$ cat src/rtl/mips_pc_pkg.sv
// Shared PC constants and fetch-state encoding, used by IF and by the ID next-PC mux.
package mips_pc_pkg;

    localparam int unsigned AW = 32;
    localparam int unsigned IW = 32;

    localparam logic [AW-1:0] PC_RESET = 32'h8000_0000;
    localparam logic [AW-1:0] ILLOP    = 32'h8000_0004;
    localparam logic [AW-1:0] XADR     = 32'h8000_0008;

    typedef enum logic [1:0] {
        FETCH = 2'd0,
        HOLD  = 2'd1,
        ERR   = 2'd2
    } fetch_state_e;

    // Word-alignment test on the two low address bits.
    function automatic logic is_misaligned(input logic [1:0] lsb);
        return lsb != 2'b00;
    endfunction

endpackage

$ cat src/rtl/if_fetch_unit_if.sv
// Instruction-memory req/ack bus between the fetch unit (master) and memory (slave).
interface if_fetch_unit_if #(
    parameter int unsigned AW = mips_pc_pkg::AW,
    parameter int unsigned IW = mips_pc_pkg::IW
);
    logic          ImemReq;
    logic [AW-1:0] ImemAddr;
    logic          ImemAck;
    logic [IW-1:0] ImemRdata;

    modport master (
        output ImemReq,
        output ImemAddr,
        input  ImemAck,
        input  ImemRdata
    );

    modport slave (
        input  ImemReq,
        input  ImemAddr,
        output ImemAck,
        output ImemRdata
    );
endinterface

$ cat src/rtl/if_fetch_unit_pc_reg.sv
// Architectural PC register: async active-low reset to a fixed vector, load-enable update.
module pc_reg #(
    parameter int unsigned    W         = 32,
    parameter logic [W-1:0]   RESET_VAL = '0
) (
    input  logic         clk,
    input  logic         rst_n,
    input  logic         load,
    input  logic [W-1:0] d,
    output logic [W-1:0] q
);

    always_ff @(posedge clk or negedge rst_n) begin
        if (!rst_n) begin
            q <= RESET_VAL;
        end else if (load) begin
            q <= d;
        end
    end

endmodule

$ cat src/rtl/if_fetch_unit.sv
// Instruction-fetch stage: owns the PC, fetches one word at a time over req/ack,
// and handles stall, redirect, misaligned targets and kernel-masked IRQ qualification.
module if_fetch_unit #(
    parameter int unsigned   AW       = mips_pc_pkg::AW,
    parameter logic [AW-1:0] PC_RESET = AW'(mips_pc_pkg::PC_RESET)
) (
    input  logic                      clk,
    input  logic                      reset,
    input  logic [AW-1:0]             NewPC,
    input  logic                      IdReady,
    input  logic                      Flush,
    input  logic [AW-1:0]             FlushPC,
    input  logic                      IRQ,
    if_fetch_unit_if.master           imem,
    output logic [AW-1:0]             PC,
    output logic [AW-1:0]             PCPlus4,
    output logic [mips_pc_pkg::IW-1:0] Instruction,
    output logic                      InstValid,
    output logic                      AddrErr,
    output logic                      IRQPending
);
    import mips_pc_pkg::IW;
    import mips_pc_pkg::fetch_state_e;
    import mips_pc_pkg::FETCH;
    import mips_pc_pkg::HOLD;
    import mips_pc_pkg::ERR;
    import mips_pc_pkg::is_misaligned;

    fetch_state_e  state_q, state_d;
    logic          req_q, req_d;
    logic          guard_q;
    logic          redir_pend_q, redir_pend_d;
    logic [AW-1:0] redir_pc_q, redir_pc_d;
    logic [IW-1:0] instr_q, instr_d;
    logic          valid_q, valid_d;
    logic          err_q, err_d;
    logic          irq_q, irq_d;

    logic          pc_load;
    logic [AW-1:0] pc_d, pc_q;
    logic          gap;
    logic          ack_ok;

    pc_reg #(
        .W         (AW),
        .RESET_VAL (PC_RESET)
    ) u_pc_reg (
        .clk   (clk),
        .rst_n (reset),
        .load  (pc_load),
        .d     (pc_d),
        .q     (pc_q)
    );

    // An ack only counts against a request we actually issued after the post-reset guard.
    assign ack_ok = imem.ImemAck & req_q & ~guard_q;

    always_comb begin
        state_d      = state_q;
        redir_pend_d = redir_pend_q;
        redir_pc_d   = redir_pc_q;
        instr_d      = instr_q;
        pc_load      = 1'b0;
        pc_d         = pc_q;
        gap          = 1'b0;

        unique case (state_q)
            FETCH: begin
                if (!req_q) begin
                    // No transaction on the bus (guard or gap cycle): redirect directly.
                    if (Flush) begin
                        pc_load = 1'b1;
                        pc_d    = FlushPC;
                    end
                end else if (ack_ok) begin
                    if (redir_pend_q || Flush) begin
                        pc_load      = 1'b1;
                        pc_d         = Flush ? FlushPC : redir_pc_q;
                        redir_pend_d = 1'b0;
                        gap          = 1'b1;
                    end else begin
                        instr_d = imem.ImemRdata;
                        state_d = HOLD;
                    end
                end else if (Flush) begin
                    // Keep the outstanding request intact; remember where to go afterwards.
                    redir_pend_d = 1'b1;
                    redir_pc_d   = FlushPC;
                end
            end
            HOLD: begin
                if (Flush) begin
                    pc_load = 1'b1;
                    pc_d    = FlushPC;
                end else if (IdReady) begin
                    pc_load = 1'b1;
                    pc_d    = NewPC;
                end
            end
            ERR: begin
                if (Flush) begin
                    pc_load = 1'b1;
                    pc_d    = FlushPC;
                end
            end
            default: begin
                state_d = FETCH;
            end
        endcase

        // Every PC load restarts fetch, or parks in ERR if the target is not word aligned.
        if (pc_load) begin
            state_d = is_misaligned(pc_d[1:0]) ? ERR : FETCH;
        end
    end

    assign req_d   = (state_d == FETCH) & ~gap;
    assign valid_d = (state_d == HOLD);
    assign err_d   = (state_d == ERR);
    assign irq_d   = IRQ & ~pc_q[AW-1];

    always_ff @(posedge clk or negedge reset) begin
        if (!reset) begin
            state_q      <= FETCH;
            req_q        <= 1'b0;
            guard_q      <= 1'b1;
            redir_pend_q <= 1'b0;
            redir_pc_q   <= '0;
            instr_q      <= '0;
            valid_q      <= 1'b0;
            err_q        <= 1'b0;
            irq_q        <= 1'b0;
        end else begin
            state_q      <= state_d;
            req_q        <= req_d;
            guard_q      <= 1'b0;
            redir_pend_q <= redir_pend_d;
            redir_pc_q   <= redir_pc_d;
            instr_q      <= instr_d;
            valid_q      <= valid_d;
            err_q        <= err_d;
            irq_q        <= irq_d;
        end
    end

    assign imem.ImemReq  = req_q;
    assign imem.ImemAddr = pc_q;
    assign PC            = pc_q;
    assign PCPlus4       = pc_q + AW'(4);
    assign Instruction   = instr_q;
    assign InstValid     = valid_q;
    assign AddrErr       = err_q;
    assign IRQPending    = irq_q;

endmodule

$ cat src/flat_wrapper.sv
// flat-port wrapper written by rule: the top's interface ports become plain ports
module if_fetch_unit_flat import mips_pc_pkg::IW; import mips_pc_pkg::fetch_state_e; import mips_pc_pkg::FETCH; import mips_pc_pkg::HOLD; import mips_pc_pkg::ERR; import mips_pc_pkg::is_misaligned;
#(
    parameter int unsigned   AW       = mips_pc_pkg::AW,
    parameter logic [AW-1:0] PC_RESET = AW'(mips_pc_pkg::PC_RESET)
)
  (clk, reset, NewPC, IdReady, Flush, FlushPC, IRQ, PC, PCPlus4, Instruction, InstValid, AddrErr, IRQPending, imem_ImemReq, imem_ImemAddr, imem_ImemAck, imem_ImemRdata);
  if_fetch_unit_if #(.AW(AW)) imem_i ();
  input  logic clk;
  input  logic reset;
  input  logic [AW-1:0] NewPC;
  input  logic IdReady;
  input  logic Flush;
  input  logic [AW-1:0] FlushPC;
  input  logic IRQ;
  output logic [AW-1:0] PC;
  output logic [AW-1:0] PCPlus4;
  output logic [mips_pc_pkg::IW-1:0] Instruction;
  output logic InstValid;
  output logic AddrErr;
  output logic IRQPending;
  output wire logic [$bits(imem_i.ImemReq)-1:0] imem_ImemReq;
  output wire logic [$bits(imem_i.ImemAddr)-1:0] imem_ImemAddr;
  input wire logic [$bits(imem_i.ImemAck)-1:0] imem_ImemAck;
  input wire logic [$bits(imem_i.ImemRdata)-1:0] imem_ImemRdata;
  assign imem_ImemReq = imem_i.ImemReq;
  assign imem_ImemAddr = imem_i.ImemAddr;
  assign imem_i.ImemAck = imem_ImemAck;
  assign imem_i.ImemRdata = imem_ImemRdata;
  if_fetch_unit #(.AW(AW), .PC_RESET(PC_RESET)) u_core (.clk(clk), .reset(reset), .NewPC(NewPC), .IdReady(IdReady), .Flush(Flush), .FlushPC(FlushPC), .IRQ(IRQ), .imem(imem_i), .PC(PC), .PCPlus4(PCPlus4), .Instruction(Instruction), .InstValid(InstValid), .AddrErr(AddrErr), .IRQPending(IRQPending));
endmodule
$ cat config.mk
export PLATFORM = sky130hd
export DESIGN_NAME = if_fetch_unit_flat
export DESIGN_NICKNAME = d
export VERILOG_FILES = /design/src/rtl/mips_pc_pkg.sv /design/src/rtl/if_fetch_unit_if.sv /design/src/rtl/if_fetch_unit_pc_reg.sv /design/src/rtl/if_fetch_unit.sv /design/src/flat_wrapper.sv
export SDC_FILE = /design/constraint.sdc
export NUM_CORES = 1
export LEC_CHECK = 0
export BUFFER_PORTS_ARGS = -buffer_cell sky130_fd_sc_hd__buf_2
export CAP_MARGIN = 30
export CORE_ASPECT_RATIO = 0.8
export CORE_MARGIN = 5
export CORE_UTILIZATION = 45
export CTS_BUF_LIST = sky130_fd_sc_hd__clkbuf_4 sky130_fd_sc_hd__clkbuf_8
export CTS_CLUSTER_SIZE = 14
export DETAILED_ROUTE_END_ITERATION = 8
export PLACE_DENSITY_LB_ADDON = 0.15
export SETUP_SLACK_MARGIN = 0.02
export SLEW_MARGIN = 5
export SYNTH_ARGS = -nofsm -noshare
export SYNTH_HDL_FRONTEND = slang
export SYNTH_SLANG_ARGS = --single-unit
$ cat constraint.sdc
create_clock -name clk -period 3 [get_ports clk]
set_input_delay 0.45 -clock clk [delete_from_list [all_inputs] [get_ports clk]]
set_output_delay 0.45 -clock clk [all_outputs]
set_load 0.1 [all_outputs]
==> results by group, run 1 <==
Logic synthesis
  – Synth Flop Type: dfrtp_1
  – Post-Syn Area per Cell: 10.5 um^2
  – Syn_nets: 627
  – Mapped Cells: 524
  – Post-Syn Area: 5510 um^2
  – Asr flop ratio synth: 100%
  – Register area share after synthesis: 47.3%
  – FF+latch count, synth: 104
  – Post-synth EDFFs: 0
  – Synth cell types: 48
  – YS warnings: 0

Final layout
  – Area Growth Syn to Fin: 35.6%
  – Finished Core Util: 61.8%
  – Layout cells sized above 1: 54.0%
  – Fillcell total: 1024
  – Fin nets: 837

Worst setup path
  – R2R depth: 4
  – Startpoint Class: flop
  – Worst Path Required: 2.55 ns
  – CP Class: reg -> out
  – CP max FO: 5
  – Critical path endpoint category: primary output
  – Crit path DAT: 2.45 ns

Place
  – GP Congestion: 0.880
  – DP Wirelength: 12400 um
  – IO buf count: 233

Timing
  – Clock Skew: 0.0103 ns
  – Final Hold Viols: 0
  – Slew of the pin with the lowest slew margin: 0.810 ns
  – Fin crit period: 2.90 ns
  – Slew HR: 45.9%
  – RSZ-0062 raised after global routing: no
  – Crit share post-route: 96.7%
  – Final setup fails: 0
  – Fmax: 345 MHz
  – Slew Viols, Final: 0

Routing
  – Drt pass-1 iters: 5
  – Vias/cell: 5.39
  – Residual DRC: 0
  – Vias post-DR: 4817
  – Antenna viol nets, final: 0
  – DR iter-0 viols: 286
  – Wirelength, routed: 16300 um
  – Per-cell routed wire length: 18.3 um

Die
  – Die Y: 109 um
  – Row count: 36
  – Io pins: 234
  – Core Region: 12100 um^2
  – Starting Density: 45.6%
  – Chip width: 134 um
  – Die Area: 14600 um^2

Global route
  – Antenna violations before repair: 4
  – Grt total ovfl: 0
  – Largest net degree at the start of global routing: 53
  – Vias in the first global route: 4606
  – First-pass GRT wire length: 24900 um
  – All-layer global routing usage: 22.0%

Job
  – MaxCap Viol Count: 0

Clock tree
  – TritonCTS buffer count: 9
  – Sink Count: 104
  – H-tree levels: 3
  – CTS tree: built
  – Max clock buf depth: 2
  – Hold Buf Count CTS: 0
  – Clock root buffer master: clkbuf_8
  – Clk slew on worst S/H paths: 0.10 ns
  – Later-pin clock latency in the skew report: 0.38 ns

Run status
  – Status: finished clean

Min path
  – Hold Crit Class: in -> async
-- Yosys cell counts, types with 5 or more instances --
library cell | n | area [um^2]
nor2_1 | 15 | 56.3
nand2_1 | 53 | 199
xor2_1 | 9 | 78.8
dfrtp_1 | 102 | 2550
xnor2_1 | 19 | 166
nand4_1 | 5 | 31.3
clkbuf_1 | 16 | 60.1
a221o_1 | 22 | 220
buf_4 | 34 | 255
mux2i_1 | 27 | 270
buf_2 | 8 | 40.0
nand3_1 | 37 | 185
mux2_2 | 48 | 541
buf_1 | 5 | 18.8
a21oi_1 | 11 | 55.1
nand2b_1 | 5 | 31.3
o21ai_0 | 50 | 250
and3_1 | 8 | 50.1
-- critical path, cell delays in order (launching register included) --
cell,delay (ns)
dfrtp_4,0.46
ha_4,0.14
and2_4,0.15
nand4_4,0.11
or4_4,0.65
nor2_4,0.17
xor2_4,0.18
buf_12,0.19
-- cell usage in the layout (no fill, tap or decap), drive strengths merged, types with 3 or more instances in the layout --
cell type    n
nand3       38
a21oi       11
mux2        48
nand2       54
and3         8
inv          3
xor2         9
clkinv       3
nand4        6
nor2        16
buf        261
nand2b       5
a221o       23
a222oi       4
nor2b        4
nor3         3
xnor2       19
clkbuf      11
a22o         3
o21ai       52
dfrtp      102
o221ai       4
and2         5
mux2i       27
-- repair_timing --
action	4_1_cts	5_1_grt
pin swaps	1	10
resized for setup	4	12
setup endpoints to repair	8	8
setup buffers	0	20
gates cloned	0	0
-- metrics by stage --
step | instances | TNS [ns] | hold WS (ns) | worst slack, ns | cell area (um^2)
floorplan | 524 | -0.0879 | 0.154 | -0.0879 | 5850
global placement | 855 | 0 | 0.462 | 0.364 | 7030
detailed placement | 855 | 0 | 0.469 | 0.332 | 7030
CTS | 871 | -0.0191 | 0.113 | -0.0129 | 7270
global route | 892 | 0 | 0.136 | 0.00914 | 7460
finish | 893 | 0 | 0.0951 | 0.100 | 7470
-- per-layer routing --
metal,wire [um],GRT usage [%]
met1,6880,29.0
met2,7890,36.1
met3,1420,7.56
met4,121,3.82
met5,33,0
-- cells by family after synthesis --
family / Yosys count / share of synthesized area (%)
other cells: 1 / 0.0681
flops: 104 / 47.3
fa+ha+maj: 1 / 0.227
xor+xnor: 28 / 4.45
simple gates: 144 / 13.3
buf+inv: 66 / 7.00
compound gates: 105 / 12.9
mux: 75 / 14.7
-- worst paths after layout --
check                      slack (ns)                                  to                              start
hold / removal                    0.1   u_core.redir_pc_q[11]$_DFFE_PN0P_                              reset
setup / recovery                  0.1                         PCPlus4[28]   u_core.u_pc_reg.q[3]$_DFFE_PN0P_
max in group asynchronous        2.13  u_core.Instruction[18]$_DFFE_PN0P_                              reset
min in group clk                 0.29    u_core.u_pc_reg.q[9]$_DFFE_PN0P_                           NewPC[9]
hold reg to reg                  0.49   u_core.redir_pc_q[18]$_DFFE_PN0P_  u_core.redir_pc_q[18]$_DFFE_PN0P_
setup reg to reg                 0.53   u_core.u_pc_reg.q[29]$_DFFE_PN0P_        u_core.state_q[0]$_DFF_PN0_
-- flip-flops by register name, summed over array words and instances, names as in the netlist --
| register | cells |
|---|---|
| u_core.AddrErr | 1 |
| u_core.IRQPending | 1 |
| u_core.InstValid | 1 |
| u_core.Instruction | 32 |
| u_core.guard_q | 1 |
| u_core.imem.ImemReq | 1 |
| u_core.redir_pc_q | 32 |
| u_core.redir_pend_q | 1 |
| u_core.state_q | 2 |
| u_core.u_pc_reg.q | 32 |
-- area by class of cell --
class / count / area, um^2 / share of cell area [%]
multi-input cells: 354 / 2890 / 38.6
clock inverters: 6 / 82.6 / 1.11
diodes: 2 / 5.00 / 0.0670
flip-flops and latches: 104 / 2650 / 35.5
inverters: 3 / 11.3 / 0.151
repair buffers: 262 / 1510 / 20.2
well taps: 152 / 190 / 2.55
clock buffers: 10 / 138 / 1.84
Power of run 1 is not shown: default switching activity piles up to over one toggle a cycle in this logic, so the estimate is an artifact.
==> run 2, diff against run 1 <==
--- a/config.mk
+++ b/config.mk
@@ -13,7 +13,7 @@
 export CTS_BUF_LIST = sky130_fd_sc_hd__clkbuf_4 sky130_fd_sc_hd__clkbuf_8
 export CTS_CLUSTER_SIZE = 14
 export DETAILED_ROUTE_END_ITERATION = 8
-export PLACE_DENSITY_LB_ADDON = 0.15
+export PLACE_DENSITY_LB_ADDON = 0.12
 export SETUP_SLACK_MARGIN = 0.02
 export SLEW_MARGIN = 5
 export SYNTH_ARGS = -nofsm -noshare
==> run 2 against run 1 <==
Against the previous run:
- worst setup slack got worse by 0.033 ns
- sequential share of layout area increased by 0.41 points
- first-iteration DRC count decreased by 7.3%
- via count decreased by 0.54%
- wire length increased by 0.83%
- clock skew decreased by 0.0022 ns
- register-to-register slack about the same
- maximum frequency decreased by 1.1%
- hold slack got worse by 0.0031 ns
==> results by group, run 2 (synthesis gave the netlist of run 1 again) <==
Global route
  – Vias in the first global route: 4706 (was 4606)
  – First-pass GRT wire length: 25300 um (was 24900 um)
  – Largest net degree at the start of global routing: 52 (was 53)
  – Grt total ovfl: 0 (unchanged)
  – All-layer global routing usage: 22.2% (was 22.0%)
  – Antenna violations before repair: 2 (was 4)

Worst setup path
  – Startpoint Class: flop (unchanged)
  – Worst Path Required: 2.55 ns (about the same)
  – Critical path endpoint category: primary output (unchanged)
  – CP max FO: 5 (unchanged)
  – Crit path DAT: 2.48 ns (was 2.45 ns)
  – CP Class: reg -> out (unchanged)

Final layout
  – Fin nets: 829 (was 837)
  – Area Growth Syn to Fin: 34.1% (was 35.6%)
  – Most frequent cells in the layout: 223 x buf_2, 80 x dfrtp_1, 53 x nand2_1 (was 224 x buf_2, 80 x dfrtp_1, 51 x nand2_1)
  – Commonest non-fill, non-tap cell in the layout: buf_2 (unchanged)
  – ANT cells: 0 (was 2)
  – Layout cells sized above 1: 52.9% (was 54.0%)

Die
  – Starting Density: 45.6% (unchanged)
  – Io pins: 234 (unchanged)
  – Die Y: 109 um (unchanged)
  – Core Region: 12100 um^2 (unchanged)
  – Die Area: 14600 um^2 (unchanged)
  – Chip width: 134 um (unchanged)
  – Row count: 36 (unchanged)

Timing
  – Slew of the pin with the lowest slew margin: 0.816 ns (was 0.810 ns)
  – Clock Skew: 0.00809 ns (was 0.0103 ns)
  – Crit share post-route: 97.8% (was 96.7%)
  – Fin crit period: 2.93 ns (was 2.90 ns)
  – Final Worst Setup Slack: 0.0669 ns (was 0.100 ns)
  – Final setup fails: 0 (unchanged)
  – Hold WS: 0.0920 ns (was 0.0951 ns)
  – Fin Setup TNS: 0 ns (unchanged)
  – RSZ-0062 raised after global routing: yes (was no)
  – Fmax: 341 MHz (was 345 MHz)
  – Slew Viols, Final: 0 (unchanged)
  – Final Hold Viols: 0 (unchanged)
  – Slew HR: 45.5% (was 45.9%)

Routing
  – Drt pass-1 iters: 5 (unchanged)
  – Vias/cell: 5.43 (was 5.39)
  – DR iter-0 viols: 265 (was 286)
  – Vias post-DR: 4791 (was 4817)
  – Antenna viol nets, final: 0 (unchanged)
  – Residual DRC: 0 (unchanged)
  – Wirelength, routed: 16500 um (was 16300 um)
  – Per-cell routed wire length: 18.7 um (was 18.3 um)

Clock tree
  – TritonCTS buffer count: 9 (unchanged)
  – Clk slew on worst S/H paths: 0.10 ns (about the same)
  – H-tree levels: 3 (unchanged)
  – Clock root buffer master: clkbuf_8 (unchanged)
  – Sink Count: 104 (unchanged)
  – CTS tree: built (unchanged)
  – Max clock buf depth: 2 (unchanged)
  – Later-pin clock latency in the skew report: 0.38 ns (about the same)
  – Hold Buf Count CTS: 0 (unchanged)

Min path
  – Hold Crit Class: in -> async (unchanged)

Place
  – DP Wirelength: 12500 um (was 12400 um)
  – GP Congestion: 0.884 (was 0.880)
  – IO buf count: 233 (unchanged)
  – Place WS: 0.351 ns (was 0.332 ns)

Job
  – MaxCap Viol Count: 0 (unchanged)

Run status
  – Status: finished clean (unchanged)
==> run 2: metal layers <==
layer	share of wire (%)	track usage [%]	vias to the layer above	routed length, um
li1	-	-	2262	-
met1	43	29.4	2323	7160
met2	47	35.7	187	7800
met3	8.4	7.93	15	1380
met4	0.76	4.26	4	125
met5	0.085	0	-	14
==> run 2: worst max-delay path, cell delays in order, from the launching register on <==
cell     delay (ns)
dfrtp_4        0.44
and4_4         0.27
nand2_1        0.14
nor4_4         0.39
nand4_1        0.37
xnor2_4        0.28
buf_12         0.20
==> run 2: path summary, 6_finish.rpt <==
kind | startpoint | endpoint | slack, ns | cells past startpoint
max | u_core.u_pc_reg.q[5]$_DFFE_PN0P_ | PCPlus4[31] | 0.07 | 6
min | reset | u_core.u_pc_reg.q[26]$_DFFE_PN0P_ | 0.09 | 1
max reg2reg | u_core.state_q[0]$_DFF_PN0_ | u_core.u_pc_reg.q[9]$_DFFE_PN0P_ | 0.54 | 4
min reg2reg | u_core.redir_pc_q[19]$_DFFE_PN0P_ | u_core.redir_pc_q[19]$_DFFE_PN0P_ | 0.49 | 2
max in group asynchronous | reset | u_core.Instruction[31]$_DFFE_PN0P_ | 2.05 | 2
min in group clk | imem_ImemRdata[7] | u_core.Instruction[7]$_DFFE_PN0P_ | 0.29 | 2
==> run 2: cell type report <==
type / instances / area [um^2]
clock inverter: 6 / 108
tap: 152 / 190
clock buffer: 10 / 131
inverter: 3 / 11.3
fill: 1054 / 4690
multi-input combinational: 354 / 2870
sequential: 104 / 2650
timing repair buffer: 254 / 1420
==> run 2: through the flow <==
stage | std cells | cell area [um^2] | util, %
after CTS | 873 | 7270 | 60.3
after detailed placement | 857 | 7020 | 58.1
after floorplan | 524 | 5850 | -
after global placement | 857 | 7020 | 58.1
after global routing | 883 | 7380 | 61.1
final | 883 | 7380 | 61.1
==> run 2: repair_timing <==
item                                   4_1_cts  5_1_grt
buffers inserted                             0       10
setup endpoints to repair                    8       11
pin swaps                                    1        6
endpoints found under the hold margin        0        0
gates resized for setup                      4        8
Power of run 2 is left out for the same reason.
